**src/rtl/mem_dump_pkg.sv**
```systemverilog
// Shared constants, FSM encoding and record header layout for the data-memory dump path.
// Records are {tag, len, hi, lo}, matching the write-side shadow register layout.
package mem_dump_pkg;

  localparam logic [7:0] LEN_REAL = 8'd1;
  localparam logic [7:0] LEN_CPLX = 8'd2;

  typedef enum logic [1:0] {
    ST_IDLE,
    ST_READ,
    ST_DRAIN
  } state_t;

  typedef struct packed {
    logic [7:0] tag;
    logic [7:0] len;
  } hdr_t;

  function automatic int rec_width(input int nbdata);
    return 16 + 2 * nbdata;
  endfunction

endpackage

```
**src/rtl/rec_fifo2.sv**
```systemverilog
// Two-entry record FIFO with registered head output; push is visible at the output the next cycle.
// Pop only when the head is valid; push and pop together keep occupancy; the producer must not push when full.
module rec_fifo2 #(
  parameter int W = 80
) (
  input  logic         clk,
  input  logic         rst_n,
  input  logic         push_vld,
  input  logic [W-1:0] push_dat,
  input  logic         pop_rdy,
  output logic [1:0]   occ,
  output logic         out_vld,
  output logic [W-1:0] out_dat
);

  logic [W-1:0] head_q;
  logic [W-1:0] tail_q;
  logic [1:0]   occ_q;
  logic         pop;

  assign pop     = pop_rdy & (occ_q != 2'd0);
  assign occ     = occ_q;
  assign out_vld = (occ_q != 2'd0);
  assign out_dat = head_q;

  always_ff @(posedge clk or negedge rst_n) begin
    if (!rst_n) begin
      head_q <= '0;
      tail_q <= '0;
      occ_q  <= 2'd0;
    end else begin
      occ_q <= occ_q + {1'b0, push_vld} - {1'b0, pop};
      if (pop) begin
        if (occ_q == 2'd2) begin
          head_q <= tail_q;
          if (push_vld) tail_q <= push_dat;
        end else if (push_vld) begin
          head_q <= push_dat;
        end
      end else if (push_vld) begin
        if (occ_q == 2'd0) head_q <= push_dat;
        else               tail_q <= push_dat;
      end
    end
  end

endmodule

```
**src/rtl/mem_data_dump.sv**
```systemverilog
// Walks an address window through the memory's registered read port and streams tagged records.
// First record valid 3 cycles after start (4 in complex mode); reads stall when the 2-entry output FIFO would overflow.
module mem_data_dump
  import mem_dump_pkg::*;
#(
  parameter int NADDRE = 8,
  parameter int NBDATA = 32
) (
  input  logic                         clk,
  input  logic                         rst_n,
  input  logic                         start,
  input  logic [$clog2(NADDRE)-1:0]    base,
  input  logic [$clog2(NADDRE):0]      count,
  input  logic                         cplx,
  input  logic [7:0]                   tag,
  output logic                         busy,
  output logic                         done,
  output logic [$clog2(NADDRE)-1:0]    mem_addr_r,
  input  logic [NBDATA-1:0]            mem_data,
  output logic                         rec_valid,
  input  logic                         rec_ready,
  output logic [rec_width(NBDATA)-1:0] rec_data
);

  localparam int AW = $clog2(NADDRE);
  localparam int RW = rec_width(NBDATA);

  state_t            state_q;
  state_t            state_d;
  logic [AW:0]       recs_left;
  logic              cplx_q;
  logic [7:0]        tag_q;
  logic              wphase;
  logic              rd_vld;
  logic              rd_lo;
  logic [NBDATA-1:0] hi_q;
  logic [1:0]        pend;
  logic [1:0]        occ;
  logic              busy_q;
  logic              done_q;

  logic              start_ok;
  logic              issue;
  logic              issue_first;
  logic              last_issue;
  logic              done_set;
  logic              credit_ok;
  logic              push_vld;
  logic              pop;
  logic [AW-1:0]     addr_nxt;
  hdr_t              hdr;
  logic [NBDATA-1:0] hi_word;
  logic [RW-1:0]     push_dat;

  assign busy = busy_q;
  assign done = done_q;
  assign pop  = rec_valid & rec_ready;

  // pend counts records whose first read is issued but which are not yet in the FIFO;
  // a pop this cycle frees a slot the new record may take.
  assign credit_ok = ({1'b0, occ} + {1'b0, pend}) < (3'd2 + {2'b0, pop});
  assign push_vld  = rd_vld & (~cplx_q | rd_lo);
  assign addr_nxt  = (mem_addr_r == AW'(NADDRE - 1)) ? '0 : mem_addr_r + 1'b1;

  always_comb begin
    hdr.tag  = tag_q;
    hdr.len  = cplx_q ? LEN_CPLX : LEN_REAL;
    hi_word  = cplx_q ? hi_q : {NBDATA{1'b0}};
    push_dat = {hdr, hi_word, mem_data};
  end

  always_comb begin
    state_d     = state_q;
    start_ok    = 1'b0;
    issue       = 1'b0;
    issue_first = 1'b0;
    last_issue  = 1'b0;
    done_set    = 1'b0;
    unique case (state_q)
      ST_IDLE: begin
        if (start) begin
          if (count != '0) begin
            start_ok = 1'b1;
            state_d  = ST_READ;
          end else begin
            done_set = 1'b1;
          end
        end
      end
      ST_READ: begin
        // The second word of a complex record was already credited with its first word.
        issue       = wphase | credit_ok;
        issue_first = issue & ~wphase;
        last_issue  = issue & (cplx_q ? (wphase & (recs_left == '0))
                                      : (recs_left == {{AW{1'b0}}, 1'b1}));
        if (last_issue) state_d = ST_DRAIN;
      end
      ST_DRAIN: begin
        if (pop && occ == 2'd1 && pend == 2'd0) begin
          done_set = 1'b1;
          state_d  = ST_IDLE;
        end
      end
      default: state_d = ST_IDLE;
    endcase
  end

  always_ff @(posedge clk or negedge rst_n) begin
    if (!rst_n) begin
      state_q    <= ST_IDLE;
      recs_left  <= '0;
      cplx_q     <= 1'b0;
      tag_q      <= '0;
      wphase     <= 1'b0;
      rd_vld     <= 1'b0;
      rd_lo      <= 1'b0;
      hi_q       <= '0;
      pend       <= 2'd0;
      busy_q     <= 1'b0;
      done_q     <= 1'b0;
      mem_addr_r <= '0;
    end else begin
      state_q <= state_d;
      done_q  <= done_set;
      rd_vld  <= issue;
      rd_lo   <= issue & wphase;
      pend    <= pend + {1'b0, issue_first} - {1'b0, push_vld};

      if (start_ok)    busy_q <= 1'b1;
      else if (done_q) busy_q <= 1'b0;

      if (start_ok) begin
        recs_left  <= count;
        cplx_q     <= cplx;
        tag_q      <= tag;
        mem_addr_r <= base;
        wphase     <= 1'b0;
      end else if (issue) begin
        mem_addr_r <= addr_nxt;
        wphase     <= cplx_q & ~wphase;
        if (issue_first) recs_left <= recs_left - 1'b1;
      end

      if (rd_vld && cplx_q && !rd_lo) hi_q <= mem_data;
    end
  end

  rec_fifo2 #(
    .W (RW)
  ) u_fifo (
    .clk      (clk),
    .rst_n    (rst_n),
    .push_vld (push_vld),
    .push_dat (push_dat),
    .pop_rdy  (rec_ready),
    .occ      (occ),
    .out_vld  (rec_valid),
    .out_dat  (rec_data)
  );

endmodule
```
**config.mk**
```make
export PLATFORM = sky130hd
export DESIGN_NAME = mem_data_dump
export DESIGN_NICKNAME = d
export VERILOG_FILES = /design/src/rtl/mem_dump_pkg.sv /design/src/rtl/rec_fifo2.sv /design/src/rtl/mem_data_dump.sv
export SDC_FILE = /design/constraint.sdc
export NUM_CORES = 1
export LEC_CHECK = 0
export CAP_MARGIN = 20
export CORE_MARGIN = 3
export CORE_UTILIZATION = 49
export CTS_CLUSTER_DIAMETER = 30
export DETAILED_ROUTE_END_ITERATION = 8
export GPL_ROUTABILITY_DRIVEN = 0
export GPL_TIMING_DRIVEN = 1
export PLACE_DENSITY_LB_ADDON = 0.08
export SETUP_SLACK_MARGIN = 0.4
export SLEW_MARGIN = 20
export SYNTH_ARGS = -nofsm -noshare
export SYNTH_HDL_FRONTEND = slang
export SYNTH_SLANG_ARGS = --single-unit
```
**constraint.sdc**
```tcl
create_clock -name clk -period 2.3 [get_ports clk]
set_clock_uncertainty 0.1 [all_clocks]
set_input_delay 0.46 -clock clk [delete_from_list [all_inputs] [get_ports clk]]
set_output_delay 0.46 -clock clk [all_outputs]
set_load 0.01 [all_outputs]
```
==> out/metrics.cfg, run 1 <==
[logic_synthesis]
syn_avg_cell_area_um2=12.4
syn_area_um2=9000
yosysUniqueCellTypes=39
ys_ff_latch=207
yosysWarnings=0
synth-seq-area-share_pct=57.5
synthCells=728

[critical_path]
slowest_stage=fa_2
worst_r2r_endpoint=pend[1]$_DFF_PN0_
slowest_delay_ns=0.50
cp-end-kind=register
rrSetupSlack_ns=0.05
crit_path_cell_trace=ha_2 -> fa_2 -> o21ai_2 -> nand2_1 -> ha_1 -> inv_2 -> ha_4 -> xnor2_2 -> xnor2_1
rr_worst_depth=9
cp_data_arrival_time_ns=2.54
critPathKind=reg2reg
reg2reg_from=u_fifo.occ[0]$_DFF_PN0_
cp_max_fo=2
worst_ep_required_time_ns=2.59
worstSetupStartpointType=register

[layout]
area_delta_synth_final_pct=52.0
utilization_pct=77.5
final_cell_area_um2=13700
n_antenna_cell=0
nets=1023
drive_above_1_share_pct=38.0

[floorplanning]
ios=138
start_util_pct=51.0
rows=48
fp.dieW_um=142
core_area_um2=17700
die_y_um=142
dieArea_um2=20000

[timing]
drv_slew=0
fmax_mhz=445
hold_viol_final=0
finalSetupViolCount=0
slew_headroom_pct=67.1
finalCriticalPeriod_ns=2.25
rsz0062_at_grt=yes
layout_worst_path_cycle_share_pct=97.7
worstMarginPinSlew_ns=0.488

[place]
io_buffers=131
dpl.hpwl_mm=12.8
place_area_um2=10800

[power]
seq_power_share_pct=29.1
switching_share_pct=31.8
irDropWorstVdd_v=0.00103
power.clock.fraction_pct=26.5
power.internal_uw=15600
power.switching_uw=7280
power_density_nw_per_um2=1670
power_frac_comb_pct=44.4
power.leakage_uw=0.00643

[global_routing]
antenna_found_initial=0
grt_max_degree=61
grtUsageTotal_pct=22.8
grt_pass1_vias=6990
grt_pass1_wl_mm=36.6
gr-total-overflow=0

[clock_network]
cts_tree=built
clkSinkCount=207
clockBufferDepth=3
clk_latency_ns=0.51
cts_buffers=42
htreeDepth=2
clkSlewWorstSetupHoldPaths_ns=0.04
cts-root-buf=clkbuf_16

[route]
first_iter_violations=413
vias=6718
wl_mm=25.1
first_pass_iters=5
wl_per_cell_um=20.6
antenna_left=0
drc_errors=0
vias_per_cell=5.52

[run]
max_cap_violations=0

[min_path]
hold_start=done$_DFF_PN0_
holdPathStages=1
hold-path-endpoint=busy$_DFFE_PN0P_
holdCritPathClass=reg2reg

[outcome]
status=finished clean

-- through the flow --
step / std cells / hold WS [ns] / TNS [ns] / power [µW] / worst slack (ns)
5_1_grt: 1217 / 0.363 / 0 / 24000 / 0.0114
3_3_place_gp: 1081 / 0.352 / -0.398 / 13600 / -0.0627
6_report: 1217 / 0.356 / 0 / 22900 / 0.0524
3_5_place_dp: 1081 / 0.354 / -1.39 / 13900 / -0.123
2_1_floorplan: 733 / 0.0644 / 0 / 10800 / 0.173
4_1_cts: 1193 / 0.359 / 0 / 21100 / 0.0979
-- layer usage --
metal | global-route usage, % | routed length [µm] | share of wire, %
met1 | 29.7 | 10700 | 43
met2 | 38.2 | 12500 | 50
met3 | 5.16 | 1280 | 5.1
met4 | 7.02 | 659 | 2.6
met5 | 0 | 0 | 0
-- logic make-up (layout without fill, tap and decap cells) --
logic type | after synthesis | count (layout) | synth area share [%]
AO/OA/AOI/OAI | 88 | 88 | 5.38
flip-flops | 207 | 207 | 57.5
AND/OR/NAND/NOR | 171 | 171 | 8.05
other | 1 | 6 | 0.0416
buffers and inverters | 58 | 317 | 3.49
multiplexers | 188 | 188 | 23.5
XOR/XNOR | 4 | 4 | 0.389
adder cells (fa/ha/maj) | 11 | 11 | 1.61
-- critical path, delay by kind of cell (launching register included) --
family                   cells  cell delay (ns)
flip-flops                   1             0.39
adder cells (fa/ha/maj)      4             1.15
AND/OR/NAND/NOR              1             0.09
XOR/XNOR                     2             0.25
buffers and inverters        1             0.04
AO/OA/AOI/OAI                1             0.09
-- how the worst max path moves through the flow --
stage                            startpoint                  endpoint  slack (ns)  depth (start not counted)
floorplan           u_fifo.occ[0]$_DFF_PN0_         pend[1]$_DFF_PN0_        0.17                          9
global placement                  rec_ready         pend[1]$_DFF_PN0_       -0.06                          9
detailed placement                rec_ready         pend[1]$_DFF_PN0_       -0.12                          9
CTS                       pend[0]$_DFF_PN0_         pend[1]$_DFF_PN0_         0.1                          9
global route        u_fifo.occ[0]$_DFF_PN0_  recs_left[3]$_DFFE_PN0P_        0.01                          6
finish              u_fifo.occ[0]$_DFF_PN0_         pend[1]$_DFF_PN0_        0.05                          9
-- layout by cell type, fill, tap and decap left out, drive strengths merged, types with 3 or more instances in the layout --
| cell type | instances |
|---|---|
| dfrtp | 207 |
| mux2 | 188 |
| nand2 | 134 |
| buf | 90 |
| dlygate4sd2 | 79 |
| o21ai | 70 |
| clkbuf | 68 |
| clkdlybuf4s50 | 50 |
| inv | 11 |
| nor2 | 10 |
| ha | 10 |
| clkinv | 8 |
| conb | 6 |
| o211ai | 5 |
| clkinvlp | 5 |
| bufinv | 5 |
| xnor2 | 4 |
| nor4 | 3 |
| or4 | 3 |
| nand3 | 3 |
| a31oi | 3 |
| and2 | 3 |
| nand2b | 3 |
| nor3 | 3 |
-- synth_stat cells --
cell type / count / area share (%)
nor4_1: 3 / 0.21
buf_6: 6 / 0.75
a22o_1: 1 / 0.097
nand3_1: 3 / 0.17
xnor2_1: 4 / 0.39
inv_1: 10 / 0.42
and3b_1: 1 / 0.097
buf_2: 20 / 1.1
a31oi_1: 3 / 0.21
dfrtp_1: 207 / 58
nor2_1: 10 / 0.42
o31ai_1: 2 / 0.17
fa_1: 1 / 0.22
nor2b_1: 2 / 0.14
buf_4: 7 / 0.58
a22oi_1: 1 / 0.083
nand2_1: 134 / 5.6
a21oi_1: 2 / 0.11
ha_1: 10 / 1.4
conb_1: 1 / 0.042
and2_1: 3 / 0.21
o21ai_0: 70 / 3.9
o21a_1: 1 / 0.083
a32oi_1: 1 / 0.097
nand2b_4: 1 / 0.15
nand4_1: 1 / 0.070
mux2_1: 5 / 0.63
clkbuf_1: 14 / 0.58
or3_1: 1 / 0.070
nand2b_1: 2 / 0.14
nor3_1: 3 / 0.17
buf_1: 1 / 0.042
mux2_2: 183 / 23
nor3b_1: 2 / 0.17
nand3b_1: 1 / 0.083
a221o_1: 2 / 0.22
or3_4: 1 / 0.13
or4_1: 3 / 0.25
o211ai_1: 5 / 0.42
-- layout make-up --
cell class / count / area (µm²)
Sequential cell: 207 / 5180
Multi-Input combinational cell: 468 / 3990
Fill cell: 1051 / 3970
Timing Repair Buffer: 231 / 2760
Clock buffer: 57 / 1190
Tap cell: 225 / 282
Clock inverter: 19 / 244
Inverter: 10 / 37.5
-- what timing repair did --
item / CTS / global route
cloned: 12 / 9
hold buffers: 1 / 0
gates resized for setup: 112 / 143
hold endpoints to repair: 51 / 0
setup buffers: 23 / 15
pin swaps: 4 / 8
setup endpoints to repair: 162 / 110
-- flip-flops by register name (all words and copies together), names as in the netlist --
signal and cells:
state_q 2, wphase 1, u_fifo.out_dat 74, mem_addr_r 3
u_fifo.tail_q 74, busy 1, rd_lo 1, done 1
pend 2, rd_vld 1, recs_left 4, u_fifo.occ 2
hi_q 32, cplx_q 1, tag_q 8
-- power by group through the flow --
stage | logic, µW | registers [µW] | clock network [µW]
floorplan | 4220 | 6580 | 0
CTS | 8400 | 6530 | 6120
global placement | 7080 | 6480 | 0
finish | 10200 | 6670 | 6060
global route | 10800 | 6860 | 6350
detailed placement | 7340 | 6580 | 0
(Power assumes the default switching activity.)
==> run 2, diff against run 1 <==
--- a/config.mk
+++ b/config.mk
@@ -12,8 +12,9 @@
 export DETAILED_ROUTE_END_ITERATION = 8
 export GPL_ROUTABILITY_DRIVEN = 0
 export GPL_TIMING_DRIVEN = 1
+export HOLD_SLACK_MARGIN = 0.12
 export PLACE_DENSITY_LB_ADDON = 0.08
-export SETUP_SLACK_MARGIN = 0.4
+export SETUP_SLACK_MARGIN = 0.02
 export SLEW_MARGIN = 20
 export SYNTH_ARGS = -nofsm -noshare
 export SYNTH_HDL_FRONTEND = slang
==> out/metrics.cfg, run 2 (synthesis results as in run 1) <==
[outcome]
status=finished clean

[layout]
drive_above_1_share_pct=33.7  ; -4.3 points
n_antenna_cell=0  ; unchanged
final_cell_mix=206 x dfrtp_1, 183 x mux2_2, 134 x nand2_1
final_common_cell=dfrtp_1
area_delta_synth_final_pct=39.0
nets=967  ; -5.5%

[clock_network]
clkSinkCount=207  ; unchanged
cts-root-buf=clkbuf_16
cts_tree=built
clkSlewWorstSetupHoldPaths_ns=0.05  ; about the same
htreeDepth=2  ; unchanged
cts_buffers=42  ; unchanged
clk_latency_ns=0.51  ; about the same
clockBufferDepth=3  ; unchanged

[power]
power.switching_uw=6350  ; -13%
switching_share_pct=30.3  ; -1.5 points
power_density_nw_per_um2=1670  ; +0.13%
power.leakage_uw=0.00550  ; -14%
power.internal_uw=14600  ; -6.4%
seq_power_share_pct=31.4  ; +2.3 points
power_frac_comb_pct=36.5  ; -7.9 points
irDropWorstVdd_v=0.000931  ; -9.9%
power.clock.fraction_pct=32.1  ; +5.6 points

[critical_path]
startpoint=u_fifo.occ[0]$_DFF_PN0_
rrSetupSlack_ns=0.05  ; about the same
critPathTopFamily=adder cells
worstSetupStartpointType=register
cp-end-kind=register
cp.depth=9  ; unchanged
reg2reg_from=u_fifo.occ[0]$_DFF_PN0_
slowest_stage=dfrtp_1
slowest_delay_ns=0.39  ; -0.11 ns
cp_common_cell=ha_2
cp.buffers_inverters=1  ; unchanged
crit_path_cell_trace=ha_2 -> fa_2 -> nor3_4 -> nand2_1 -> ha_1 -> inv_1 -> ha_2 -> xnor2_2 -> xnor2_1
setup.worst_path.end=pend[1]$_DFF_PN0_
worst_r2r_endpoint=pend[1]$_DFF_PN0_
critPathKind=reg2reg
cp_data_arrival_time_ns=2.52  ; -0.02 ns
rr_worst_depth=9  ; unchanged
cp_max_fo=3  ; +1
worst_ep_required_time_ns=2.58  ; about the same

[floorplanning]
start_util_pct=51.0  ; unchanged
ios=138  ; unchanged
fp.dieW_um=142  ; unchanged
dieArea_um2=20000  ; unchanged
rows=48  ; unchanged
core_area_um2=17700  ; unchanged
die_y_um=142  ; unchanged

[timing]
fmax_mhz=445  ; about the same
worstMarginPinSlew_ns=0.531  ; +0.0427 ns
timing.hold.ws_ns=0.364  ; +0.00786 ns
hold_viol_final=0  ; unchanged
slew_headroom_pct=64.6  ; -2.5 points
drv_slew=0  ; unchanged
finalSetupViolCount=0  ; unchanged
tns_ns=0  ; unchanged
layout_worst_path_cycle_share_pct=97.7  ; about the same
rsz0062_at_grt=yes
finalCriticalPeriod_ns=2.25  ; -0.00122 ns

[global_routing]
grt_pass1_wl_mm=34.3  ; -6.4%
antenna_found_initial=0  ; unchanged
gr-total-overflow=0  ; unchanged
grtUsageTotal_pct=20.9  ; -1.9 points
grt_max_degree=62  ; +1.6%
grt_pass1_vias=6745  ; -3.5%

[route]
wl_mm=20.7  ; -18%
first_iter_violations=265  ; -36%
first_pass_iters=4  ; -1
antenna_left=0  ; unchanged
drc_errors=0  ; unchanged
wl_per_cell_um=17.8  ; -14%
vias_per_cell=5.35  ; -3.1%
vias=6221  ; -7.4%

[place]
dpl.hpwl_mm=13.0  ; +0.99%
io_buffers=131  ; unchanged

[min_path]
holdCritPathClass=reg2reg

[run]
max_cap_violations=0  ; unchanged

==> run 2: layout make-up <==
| class | count | area [µm²] |
|---|---|---|
| sequential | 207 | 5180 |
| timing repair buffer | 175 | 1830 |
| tap | 225 | 282 |
| inverter | 10 | 37.5 |
| clock buffer | 52 | 1210 |
| fill | 1223 | 5140 |
| clock inverter | 26 | 394 |
| multi-input combinational | 468 | 3580 |
==> run 2: worst min path at each step <==
| stage | startpoint | end | slack, ns | depth (start not counted) |
|---|---|---|---|---|
| 3_3_place_gp | done$_DFF_PN0_ | busy$_DFFE_PN0P_ | 0.35 | 1 |
| 5_1_grt | u_fifo.tail_q[50]$_DFFE_PN0P_ | u_fifo.tail_q[50]$_DFFE_PN0P_ | 0.40 | 2 |
| 2_1_floorplan | rst_n | busy$_DFFE_PN0P_ | 0.06 | 0 |
| 6_report | done$_DFF_PN0_ | busy$_DFFE_PN0P_ | 0.36 | 1 |
| 4_1_cts | tag[6] | tag_q[6]$_DFFE_PN0P_ | 0.37 | 3 |
| 3_5_place_dp | done$_DFF_PN0_ | busy$_DFFE_PN0P_ | 0.36 | 1 |
==> run 2: power groups by stage <==
stage                     clock (µW)  combinational (µW)  sequential (µW)
after global placement             0                7120             6440
after global routing            7040                8380             6780
final                           6730                7650             6580
after CTS                       6850                7510             6570
after floorplan                    0                4180             6580
after detailed placement           0                7400             6580
==> run 2: worst register-to-register path, delay by kind of cell, from the launching register on <==
family                     cells  cell delay (ns)
adders and majority gates      4             1.04
DFF                            1             0.39
xor gates and xnor gates       2             0.28
and+or+nand+nor                2             0.27
buffers and inverters          1             0.04
==> run 2: stage by stage <==
step / instance area [µm²] / power (µW) / worst slack, ns / util (%) / instances
2_1_floorplan: 9020 / 10800 / 0.0239 / - / 733
3_3_place_gp: 10800 / 13600 / -0.0850 / 61.4 / 1080
3_5_place_dp: 10800 / 14000 / -0.173 / 61.4 / 1080
4_1_cts: 12500 / 20900 / 0.0132 / 70.6 / 1159
5_1_grt: 12500 / 22200 / -0.0715 / 70.9 / 1163
6_report: 12500 / 21000 / 0.0536 / 70.9 / 1163
==> run 2: routing by layer <==
metal / share of wire [%] / GRT usage, % / wire, µm / vias up
met5: 0 / 0 / 0 / -
met4: 2.0 / 7.12 / 423 / 0
met3: 5.1 / 4.38 / 1050 / 42
met2: 49 / 35.7 / 10200 / 176
met1: 43 / 26.6 / 8980 / 3119
li1: - / - / - / 2884
==> run 2: what timing repair did <==
item,in CTS,in global routing
hold buffers,1,0
buffers inserted,0,4
resized for setup,3,7
setup endpoints to repair,3,2
pin swaps,1,6
hold endpoints to repair,56,0
cloned,0,0
==> variant: new RTL, config.mk and constraints of run 1 <==
The parameter `NBDATA` goes from 32 to 64.
--- a/src/rtl/mem_data_dump.sv
+++ b/src/rtl/mem_data_dump.sv
@@ -5,5 +5,5 @@
 #(
   parameter int NADDRE = 8,
-  parameter int NBDATA = 32
+  parameter int NBDATA = 64
 ) (
   input  logic                         clk,
Ports: changed (resized mem_data and rec_data); port bits go from 138 to 234. The function was not compared with the original's and may differ.
==> variant against run 1 <==
- the run now ends with setup timing left
- area after synthesis rose by 76%
- design area up 90%
- wire length up 100%
- global-route usage rose by 3.7 points
- sequential cell count rose by 160
- total power up 100%
- largest power group unchanged
- core utilization rose by 4.6 points
- worst setup slack got worse by 0.12 ns
- synthesized cell count rose by 72%
- die area increased by 73%
- critical path depth unchanged
- count of clock-buffer cells in the layout is 48 higher
==> variant: results <==
[routing]
drt_iter0_markers = 608
route.met2.wl_um = 25700
totalWireLength_um = 50500
wl_met3_um = 2290
top_layer = met5
vias_per_cell = 5.49
wirelength_met1_um = 21400

[placed_design]
pre_cts_ws_ns = -0.176
hpwl_um = 22800
portBuffers = 227

[timing]
whs_ns = 0.299
setup_viol = 13
setup_ws_ns = -0.0645

[finish]
drive_above_1_share = 0.475
antenna_cells = 0
finalNetCount = 1803

[grt]
use_met1 = 0.355
grt.total_usage = 0.265
grt_max_degree = 73
met3_usage = 0.0449
grt_pass1_wl_um = 70600
grt_pass1_vias = 12400
antenna_found_initial = 1
met2_usage = 0.446

[worst_setup_path]
crit_slowest_cell = dfrtp_1
slowest_delay_ns = 0.39
crit_start = pend[0]
start_kind = flop

[logic_synthesis]
synthTopCellsByCount = dfrtp_1, mux2_2, nand2_1
synth_cell_types = 40
synth_area_leaders = dfrtp_1, mux2_2, nand2_1

[power_and_ir_drop]
clockPowerShare = 0.249
clock_power_mw = 11.4
p_leak_nw = 12.5
ir_drop_uv = 1150
p_seq_mw = 11.9
switchingPower_mw = 14.7

[clock_tree]
ctsHtreeMaxLevel = 3
clock_latency_ns = 0.56
clock_path_buffers = 3
cts_buffers = 78

[status]
violations = setup timing
outcome = finished, violations left

[hold_path]
hold_path.class = in2async
==> variant: cell count changes in the layout (fill, tap and decap cells not counted), sizes merged, moves of 3 or more <==
cell	change
bufinv	+4
clkinv	+10
clkdlybuf4s50	+32
buf	+129
inv	+4
clkbuf	+45
nor2	-3
o21ai	+67
dfrtp	+160
dlygate4sd2	+64
nand2	+99
mux2	+160
==> variant: per-stage QoR <==
| step | util | std cells | setup TNS [ns] | area (um^2) |
|---|---|---|---|---|
| final | 0.821 | 2169 | -0.187 | 26000 |
| after global routing | 0.821 | 2169 | -0.562 | 26000 |
| after CTS | 0.767 | 2123 | 0 | 24300 |
| after detailed placement | 0.599 | 1870 | -19.29 | 19000 |
| after global placement | 0.599 | 1870 | -13.69 | 19000 |
| after floorplan | - | 1258 | 0 | 15900 |
==> variant: repair_timing <==
action                                 in CTS  in global routing
pin swaps                                  13                 44
hold buffers                                1                  0
gates resized for setup                   357                374
gates cloned                               47                  8
endpoints found under the hold margin      30                  0
setup buffers                              66                 38
setup endpoints to repair                 360                278
==> variant: cells by family (layout without fill, tap and decap cells) <==
logic type / Yosys count / count (layout) / share of synthesized area
other: 1 / 6 / 0.000236
AND/OR/NAND/NOR: 269 / 269 / 0.0689
multiplexers: 348 / 348 / 0.255
XOR/XNOR: 4 / 4 / 0.00221
adder cells (fa/ha/maj): 11 / 11 / 0.00915
buffers and inverters: 97 / 606 / 0.0334
flip-flops: 367 / 367 / 0.579
AO/OA/AOI/OAI: 156 / 156 / 0.0521
==> variant: cell type report <==
cell class | count | area [um^2]
Sequential cell | 367 | 9190
Multi-Input combinational cell | 794 | 7580
Timing Repair Buffer | 454 | 6020
Fill cell | 1643 | 5680
Clock buffer | 105 | 2260
Tap cell | 402 | 503
Clock inverter | 34 | 442
Inverter | 13 | 51.3
